[config.mk]
export PLATFORM = sky130hd
export DESIGN_NAME = mult_div_unit
export DESIGN_NICKNAME = d
export VERILOG_FILES = /design/src/rtl/mips_pkg.sv /design/src/rtl/md_iter_core.sv /design/src/rtl/mult_div_unit.sv
export SDC_FILE = /design/constraint.sdc
export NUM_CORES = 1
export LEC_CHECK = 0
export BUFFER_PORTS_ARGS = -buffer_cell sky130_fd_sc_hd__clkbuf_2
export CELL_PAD_IN_SITES_DETAIL_PLACEMENT = 0
export CELL_PAD_IN_SITES_GLOBAL_PLACEMENT = 1
export CORE_MARGIN = 2
export CORE_UTILIZATION = 35
export DETAILED_ROUTE_END_ITERATION = 16
export GPL_ROUTABILITY_DRIVEN = 0
export PLACE_DENSITY = 0.72
export SETUP_SLACK_MARGIN = 0.1
export SLEW_MARGIN = 20
export SYNTH_ARGS = -nofsm -noshare
export SYNTH_HDL_FRONTEND = slang
export SYNTH_SLANG_ARGS = --single-unit
[constraint.sdc]
create_clock -name clk -period 16.8 [get_ports clk]
set_input_delay 3.36 -clock clk [delete_from_list [all_inputs] [get_ports clk]]
set_output_delay 3.36 -clock clk [all_outputs]
set_load 0.01 [all_outputs]
[src/rtl/mips_pkg.sv]
// mips_pkg: shared encodings for the multiply/divide unit
package mips_pkg;

    typedef enum logic [2:0] {
        OP_NONE  = 3'b000,
        OP_MULT  = 3'b001,
        OP_MULTU = 3'b010,
        OP_DIV   = 3'b011,
        OP_DIVU  = 3'b100,
        OP_MTHI  = 3'b101,
        OP_MTLO  = 3'b110,
        OP_RSVD  = 3'b111
    } md_op_t;

    typedef enum logic [1:0] {
        IDLE = 2'd0,
        CALC = 2'd1,
        FIX  = 2'd2
    } md_state_t;

endpackage

[src/rtl/md_iter_core.sv]
// md_iter_core: one-bit-per-cycle shift-add / restoring shift-subtract datapath with final sign fix
module md_iter_core #(
    parameter int WIDTH = 32
) (
    input  logic             clk,
    input  logic             reset,
    input  logic             load_i,
    input  logic             step_i,
    input  logic             is_div_i,
    input  logic [WIDTH-1:0] init_i,
    input  logic [WIDTH-1:0] opnd_i,
    input  logic             neg_i,
    input  logic             rem_neg_i,
    output logic [WIDTH-1:0] hi_o,
    output logic [WIDTH-1:0] lo_o
);

    logic [2*WIDTH-1:0] acc_q, acc_d, mul_next, div_next, prod;
    logic [WIDTH:0]     sum, rem_sh, diff;
    logic [WIDTH-1:0]   quot, rem;
    logic               ge;

    // Upper half holds the running sum / partial remainder, lower half the multiplier / dividend bits
    always_comb begin
        sum      = {1'b0, acc_q[2*WIDTH-1:WIDTH]} + {1'b0, opnd_i};
        mul_next = {acc_q[0] ? sum : {1'b0, acc_q[2*WIDTH-1:WIDTH]}, acc_q[WIDTH-1:1]};
        rem_sh   = acc_q[2*WIDTH-1:WIDTH-1];
        diff     = rem_sh - {1'b0, opnd_i};
        ge       = ~diff[WIDTH];
        div_next = {ge ? diff[WIDTH-1:0] : rem_sh[WIDTH-1:0], acc_q[WIDTH-2:0], ge};
        acc_d    = load_i ? {{WIDTH{1'b0}}, init_i} : step_i ? (is_div_i ? div_next : mul_next) : acc_q;
    end

    // Accumulator register
    always_ff @(posedge clk or posedge reset) begin
        if (reset) acc_q <= '0;
        else       acc_q <= acc_d;
    end

    // Product negates as a whole; quotient and remainder take their own signs
    always_comb begin
        prod = neg_i ? -acc_q : acc_q;
        quot = acc_q[WIDTH-1:0];
        rem  = acc_q[2*WIDTH-1:WIDTH];
        hi_o = is_div_i ? (rem_neg_i ? -rem : rem) : prod[2*WIDTH-1:WIDTH];
        lo_o = is_div_i ? (neg_i ? -quot : quot) : prod[WIDTH-1:0];
    end

endmodule

[src/rtl/mult_div_unit.sv]
// mult_div_unit: iterative MULT/MULTU/DIV/DIVU with architectural HI/LO and MTHI/MTLO
module mult_div_unit
    import mips_pkg::*;
#(
    parameter int WIDTH = 32
) (
    input  logic             clk,
    input  logic             reset,
    input  logic             start,
    input  md_op_t           op,
    input  logic [WIDTH-1:0] A,
    input  logic [WIDTH-1:0] B,
    output logic             busy,
    output logic [WIDTH-1:0] hi,
    output logic [WIDTH-1:0] lo
);

    localparam int CW = $clog2(WIDTH);

    md_state_t        state_q;
    logic [CW-1:0]    cnt_q;
    logic             busy_q, is_div_q, neg_q, rem_neg_q, dz_q;
    logic [WIDTH-1:0] opnd_q, a_q, hi_q, lo_q, core_hi, core_lo;
    logic             signed_op, div_op, md_op, a_neg, b_neg, accept;
    logic [WIDTH-1:0] a_mag, b_mag;

    // Decode the request and form operand magnitudes; 0x80000000 stays representable unsigned
    always_comb begin
        signed_op = op == OP_MULT || op == OP_DIV;
        div_op    = op == OP_DIV || op == OP_DIVU;
        md_op     = op == OP_MULT || op == OP_MULTU || div_op;
        a_neg     = signed_op & A[WIDTH-1];
        b_neg     = signed_op & B[WIDTH-1];
        a_mag     = a_neg ? -A : A;
        b_mag     = b_neg ? -B : B;
        accept    = state_q == IDLE && start && md_op;
    end

    md_iter_core #(.WIDTH(WIDTH)) u_core (
        .clk       (clk),
        .reset     (reset),
        .load_i    (accept),
        .step_i    (state_q == CALC),
        .is_div_i  (is_div_q),
        .init_i    (div_op ? a_mag : b_mag),
        .opnd_i    (opnd_q),
        .neg_i     (neg_q),
        .rem_neg_i (rem_neg_q),
        .hi_o      (core_hi),
        .lo_o      (core_lo)
    );

    // Control FSM: accept in IDLE, WIDTH iterations in CALC, commit HI/LO in FIX
    always_ff @(posedge clk or posedge reset) begin
        if (reset) begin
            state_q   <= IDLE;
            cnt_q     <= '0;
            busy_q    <= 1'b0;
            is_div_q  <= 1'b0;
            neg_q     <= 1'b0;
            rem_neg_q <= 1'b0;
            dz_q      <= 1'b0;
            opnd_q    <= '0;
            a_q       <= '0;
            hi_q      <= '0;
            lo_q      <= '0;
        end else begin
            case (state_q)
                IDLE: begin
                    if (start && op == OP_MTHI) hi_q <= A;
                    if (start && op == OP_MTLO) lo_q <= A;
                    if (accept) begin
                        state_q   <= CALC;
                        busy_q    <= 1'b1;
                        cnt_q     <= '0;
                        is_div_q  <= div_op;
                        neg_q     <= a_neg ^ b_neg;
                        rem_neg_q <= div_op & a_neg;
                        dz_q      <= div_op && B == '0;
                        opnd_q    <= div_op ? b_mag : a_mag;
                        a_q       <= A;
                    end
                end
                CALC: begin
                    cnt_q <= cnt_q + CW'(1);
                    if (cnt_q == CW'(WIDTH - 1)) state_q <= FIX;
                end
                FIX: begin
                    hi_q    <= dz_q ? a_q : core_hi;
                    lo_q    <= dz_q ? '1 : core_lo;
                    busy_q  <= 1'b0;
                    state_q <= IDLE;
                end
                default: state_q <= IDLE;
            endcase
        end
    end

    assign busy = busy_q;
    assign hi   = hi_q;
    assign lo   = lo_q;

endmodule

==> results of run 1 <==
-- power by group through the flow --
stage               clock network (mW)  logic [mW]  registers (mW)
floorplan                            0        2.05           0.948
global placement                     0        2.60            1.12
detailed placement                   0        2.63            1.12
CTS                              0.550        2.65            1.12
global route                     0.567        2.95            1.15
finish                           0.544        2.66            1.13
-- cell usage after synthesis, types with 30 or more instances --
cell,number
nand2_1,277
dfrtp_1,204
o21ai_0,157
a21oi_1,131
nor2_1,129
clkbuf_1,123
xor2_1,87
xnor2_1,82
ha_1,70
inv_1,64
mux2i_1,59
o221ai_1,44
nor3_1,33
nand3_1,31
a32oi_1,30
-- metrics by stage --
| stage | util (%) | setup slack, ns | area [um^2] |
|---|---|---|---|
| CTS | 39.6 | 11.06 | 17900 |
| finish | 39.6 | 10.98 | 17900 |
| detailed placement | 37.8 | 10.49 | 17100 |
| global route | 39.6 | 10.82 | 17900 |
| global placement | 37.8 | 10.55 | 17100 |
| floorplan | - | 7.87 | 16000 |
-- state kept, by name, indices dropped and copies added (netlist names) --
name and cells:
opnd_q 32, busy 1, rem_neg_q 1, is_div_q 1, u_core.acc_q 64, cnt_q 5
hi 32, state_q 2, neg_q 1, dz_q 1, a_q 32, lo 32
-- per-layer routing --
layer / part of all wire [%] / track usage (%)
met1: 44 / 35.3
met3: 8.1 / 4.74
met2: 42 / 37.9
met5: 0.11 / 0
met4: 5.4 / 12.7
-- path summary, 6_finish.rpt --
check	slack, ns	to	startpoint
min in group asynchronous	2.94	hi[9]	reset
max reg2reg	12.47	hi[18]	u_core.acc_q[0]
min	0.47	a_q[21]	a_q[21]
min reg2reg	0.47	a_q[21]	a_q[21]
max in group asynchronous	12.49	is_div_q	reset
max	10.98	u_core.acc_q[29]	A[3]
-- cell families (layout without fill, tap and decap cells) --
kind of cell | Yosys count | count (layout)
DFF | 204 | 204
buffers and inverters | 200 | 262
and+or+nand+nor | 619 | 619
AOI/OAI and AO/OA | 616 | 616
xor gates and xnor gates | 171 | 171
adders and majority gates | 72 | 72
muxes | 66 | 66
-- critical path: stages --
cell and delay (ns):
clkbuf_2 0.17, or3_1 0.45, or4_1 0.50, nand3b_1 0.25, nor2_1 0.32, nand2_1 0.15
nor3_1 0.38, a21oi_1 0.14, xor2_1 0.19, a21oi_1 0.16, o21ai_0 0.11
-- area by class of cell --
cell class / count / area (um^2)
Timing Repair Buffer: 157 / 843
Clock inverter: 3 / 65.1
Clock buffer: 38 / 732
Sequential cell: 204 / 5110
Fill cell: 4642 / 27400
Multi-Input combinational cell: 1544 / 10200
Tap cell: 600 / 751
Inverter: 64 / 248
==> results.ini, run 1 <==
[status]
status = finished, final reports clean

[die]
die_width_um = 218
start_util_pct = 35.4
die_h_um = 218
io_pins = 135
rows = 78
core_area_um2 = 45300
die_area_um2 = 47500

[worst_setup_path]
path_max_fanout = 6
worstPathArrival_ns = 6.18
crit_required_ns = 17.16
criticalPathCategory = input pin to flop
worst_setup_path_end_kind = flop
r2r_cells = 14
startpoint_type = input pin

[logic_synthesis]
ys.warnings.count = 0
avgSynthCellArea_um2 = 8.22
synth_top_flop_cell = dfrtp_1
synth-xor-area-share_pct = 9.51
ys_seq_area_share_pct = 31.9
synth_top_area_share_pct = 31.9
synth_compound_area_share_pct = 25.9
synth_nets = 2090
yosysTopAreaCell = dfrtp_1
synthTopCellsByArea = dfrtp_1, nand2_1, ha_1
async_reset_ff_share_pct = 100
synth_edf_count = 0
muxShareOfSynthArea_pct = 4.18
synthAdderAreaFrac_pct = 5.72
synth_area_um2 = 16000
synth_seq_cells = 204
synth_cell_type_count = 86
synth_cells = 1948
yosys.area_share.simple_pct = 18.0
synth_top_family_by_area = compound AO/OA/AOI/OAI gates

[power_and_ir_drop]
vdd_drop_max_mv = 0.121
intPower_mw = 2.21
sw_frac_of_total_pct = 49.0
p_seq_share_pct = 26.1
p_total_mw = 4.33
pwr-share-comb_pct = 61.3
power_density_nw_per_um2 = 242
p_leak_nw = 7.57
p_sw_mw = 2.12
pwr-share-clk_pct = 12.6

[route]
finalWirelength_um = 62000
drc = 0
vias = 15598
firstDrtPassIters = 6
post_drt_via_cell_ratio = 5.98
postRouteAntennaNets = 0
wl_per_cell_um = 23.7
dr.first_iter.drc_count = 1663

[layout]
drive_above_1_share_pct = 11.7
final_cells = 2610
synthToLayoutAreaGrowth_pct = 11.8
final_cell_mix = nand2_1, dfrtp_1, o21ai_0
nNetsFinal = 2136
num_antenna_cells = 0
final_common_cell = nand2_1

[global_routing]
overflow = 0
antenna_found_initial = 5
grtUsageTotal_pct = 25.5
grt_max_degree = 94
grt_pass1_wl_um = 93100
grt_pass1_vias = 14767

[sta]
setup_tns_ns = 0
rsz0062_at_grt = false
setup_viol = 0
finalCritPeriodShare_pct = 34.7
slew_viol_final = 0
hold_slack_ns = 0.475
max-slew-margin-rel_pct = 27.7
skew_ns = 0.0222
fmax_ghz = 0.172
min_period_ns = 5.82
hold_violations = 0
tightest_slew_ns = 1.08

[placed_design]
place_inst = 2569
port_buffers = 134
dp_hpwl_um = 46400

[cts]
cts-buffers-inserted = 23
clkTransAtPathRegs_ns = 0.06
cts_tree = built
cts.sinks = 204
cts_setup_buffers = 0
ctsResizeCount = 0
cts.path.max_buffers = 3
holdBufCountCts = 0
clk_latency_ns = 0.55
htreeDepth = 1
cts_root_buf = clkbuf_16

[job]
cap_viol_max_count = 0

[min_path]
min_path_type = flop to flop
hold-path-cell-count = 2

Note: power is estimated with default switching activity, not from simulation.
==> run 2: changes to the inputs <==
Settings changed: ABC_AREA from default to 1, PLACE_DENSITY 0.72 to 0.79.
Clock period 16.8 ns to 5.05 ns, I/O delays scaled along.
==> run 2 against run 1 <==
  * Synthesized cell count is 62% higher
  * Sequential cell count unchanged
  * Setup slack got worse by 9.8 ns
  * Die area rose by 18%
  * Critical path depth increased by 7
  * Clock power rose to 3.7 times the previous value
  * Hold slack gained 0.0068 ns
  * Largest power group unchanged
  * Critical path type is now flop to flop
  * Sequential power grew to 3.4 times the previous value
  * Via count is 40% higher
  * Non-clock buffer count grew 3
  * Clock-buffer cell count decreased by 2
  * Clock skew fell by 0.010 ns
==> results.ini, run 2 <==
[status]
status = finished, final reports clean

[min_path]
min_path_type = flop to flop
hold-path-cell-count = 2  ; unchanged

[sta]
tightest_slew_ns = 1.01  ; -0.0698 ns
fmax_ghz = 0.260
hold_violations = 0  ; unchanged
setup_tns_ns = 0  ; unchanged
slew_viol_final = 0  ; unchanged
max-slew-margin-rel_pct = 32.3  ; +4.6 points
setup_viol = 0  ; unchanged
skew_ns = 0.0118  ; -0.0103 ns
rsz0062_at_grt = false
min_period_ns = 3.85
finalCritPeriodShare_pct = 76.1
layout_setup_ws_ns = 1.20  ; -9.77 ns

[logic_synthesis]
ys.warnings.count = 0  ; unchanged
synth_cells = 3158  ; +62%
async_reset_ff_share_pct = 100  ; unchanged
ys_seq_area_share_pct = 26.8  ; -5.0 points
synth_top_flop_cell = dfrtp_1
synth_area_um2 = 19000  ; +19%
synth_nets = 3300  ; +58%
synth.most_common_cell = nand2_1
synth_top_area_share_pct = 26.8  ; -5.0 points
synth_cell_type_count = 54  ; -37%
yosysTopAreaCell = dfrtp_1
synth_seq_cells = 204  ; unchanged
avgSynthCellArea_um2 = 6.02  ; -27%
synthTopCellsByArea = dfrtp_1, nand2_1, nor2_1
synth_edf_count = 0  ; unchanged
synthTopCellsByCount = nand2_1, nor2_1, inv_1, nand3_1, dfrtp_1

[worst_setup_path]
critPathMaxStageDelay_ns = 0.73  ; +0.23 ns
regToRegEndpoint = u_core.acc_q[54]
startpoint_type = flop
criticalPathCategory = flop to flop
crit_required_ns = 5.53  ; -11.63 ns
cp_slowest_cell = nand2_2
path_max_fanout = 38  ; +32
worstPathArrival_ns = 4.32  ; -1.86 ns
crit_end = u_core.acc_q[54]
worstPathCellList = inv_1 -> ha_1 -> fa_1 -> inv_1 -> nand2_1 -> nand2_1 -> nand3_1 -> nand2_1 -> nand2_1 -> nand2_2 -> nand2_2 -> nand2_2 -> nand2_1 -> nand2_2 -> nand3_1 -> nand3_1 -> nand2_1 -> o21ai_0
rrSetupSlack_ns = 1.20  ; -11.27 ns
worst_setup_path_end_kind = flop
r2r_cells = 18  ; +4
crit_path_start = u_core.acc_q[31]
reg2reg_from = u_core.acc_q[31]
cpMostUsedCell = nand2_1

[route]
dr.first_iter.drc_count = 2466  ; +48%
vias = 21914  ; +40%
post_drt_via_cell_ratio = 5.55  ; -7.1%
firstDrtPassIters = 8  ; +2
drc = 0  ; unchanged
finalWirelength_um = 84500  ; +36%
wl_per_cell_um = 21.4  ; -9.8%
postRouteAntennaNets = 0  ; unchanged

[die]
die_width_um = 237  ; +8.8%
core_area_um2 = 53800  ; +19%
io_pins = 135  ; unchanged
die_h_um = 237  ; +8.8%
die_area_um2 = 56200  ; +18%
rows = 85  ; +9.0%
start_util_pct = 35.4  ; about the same

[global_routing]
grt_pass1_vias = 19579  ; +33%
grtUsageTotal_pct = 29.3  ; +3.8 points
grt_max_degree = 81  ; -14%
antenna_found_initial = 0  ; -5
grt_pass1_wl_um = 125000  ; +35%
overflow = 0  ; unchanged

[layout]
nNetsFinal = 3375  ; +58%
synthToLayoutAreaGrowth_pct = 11.7
top_register = u_core.acc_q
largest_register_ffs = 64  ; unchanged
num_antenna_cells = 0  ; unchanged
final_cell_mix = nand2_1, nor2_1, inv_1
drive_above_1_share_pct = 8.18  ; -3.5 points
final_common_cell = nand2_1

[cts]
clk_latency_ns = 0.56  ; about the same
ctsResizeCount = 0  ; unchanged
clkTransAtPathRegs_ns = 0.06  ; about the same
holdBufCountCts = 0  ; unchanged
cts.sinks = 204  ; unchanged
cts_setup_buffers = 0  ; unchanged
cts.path.max_buffers = 3  ; unchanged
cts-buffers-inserted = 26  ; +13%
htreeDepth = 1  ; unchanged
cts_root_buf = clkbuf_16
cts_tree = built

[placed_design]
port_buffers = 134  ; unchanged
pre_cts_ws_ns = 1.24  ; -9.24 ns
dp_hpwl_um = 66500  ; +43%

[power_and_ir_drop]
pwr-share-clk_pct = 11.9  ; -0.7 points
pwr-share-comb_pct = 66.0  ; +4.7 points
p_leak_nw = 10.7  ; +42%
p_seq_share_pct = 22.2  ; -3.9 points
intPower_mw = 7.36  ; +230%
p_sw_mw = 9.77  ; +360%
sw_frac_of_total_pct = 57.1  ; +8.1 points
power_density_nw_per_um2 = 806  ; +230%
vdd_drop_max_mv = 0.378  ; +210%

[job]
cap_viol_max_count = 0  ; unchanged

[run 2: metal layers]
| layer | share of wire [%] | vias to the layer above | GRT usage, % |
|---|---|---|---|
| met4 | 4.3 | 0 | 10.6 |
| met2 | 42 | 1176 | 43.1 |
| li1 | - | 10383 | - |
| met3 | 11 | 172 | 6.18 |
| met5 | 0 | - | 0 |
| met1 | 43 | 10183 | 42.2 |
[run 2: metrics by stage]
step                area, um^2  utilization (%)  power, mW  cells  hold WS [ns]
finish                   21200             39.5       17.1   3948         0.481
global route             21200             39.5       18.5   3948         0.499
CTS                      21200             39.5       16.9   3948         0.485
detailed placement       20300             37.8       14.8   3901         0.471
global placement         20300             37.8       14.8   3901         0.466
floorplan                19000                -       11.1   3158         0.448
[run 2: how the worst min path moves through the flow]
stage | end | startpoint
2_1_floorplan | a_q[0] | a_q[0]
3_3_place_gp | a_q[25] | a_q[25]
3_5_place_dp | lo[2] | lo[2]
4_1_cts | lo[2] | lo[2]
5_1_grt | lo[1] | lo[1]
6_report | lo[2] | lo[2]
[run 2: layout make-up]
class                           instances  area [um^2]
Clock buffer                           36          749
Clock inverter                         11          166
Fill cell                            6008        32600
Inverter                              388         1460
Multi-Input combinational cell       2453        12000
Sequential cell                       204         5110
Tap cell                              696          871
Timing Repair Buffer                  160          891
[run 2: critical path, delay by kind of cell, from the launching register on]
family | cells | cell delay (ns)
AO/OA/AOI/OAI | 1 | 0.07
adder cells (fa/ha/maj) | 2 | 0.70
buffers and inverters | 2 | 0.35
flip-flops | 1 | 0.56
AND/OR/NAND/NOR | 13 | 2.09
[run 2: logic make-up (layout without fill, tap and decap cells)]
group / count (synthesis) / after routing / synth area share (%)
xor gates and xnor gates: 76 / 76 / 3.50
adders and majority gates: 72 / 72 / 4.81
buffers and inverters: 501 / 595 / 10.2
AOI/OAI and AO/OA: 529 / 529 / 16.0
DFF: 204 / 204 / 26.8
and+or+nand+nor: 1776 / 1776 / 38.7
[run 2: power by group through the flow]
| stage | sequential (mW) | clock [mW] | combinational, mW |
|---|---|---|---|
| final | 3.80 | 2.03 | 11.3 |
| after global routing | 3.83 | 2.11 | 12.6 |
| after CTS | 3.72 | 2.05 | 11.1 |
| after detailed placement | 3.74 | 0 | 11.0 |
| after global placement | 3.74 | 0 | 11.0 |
| after floorplan | 3.22 | 0 | 7.85 |
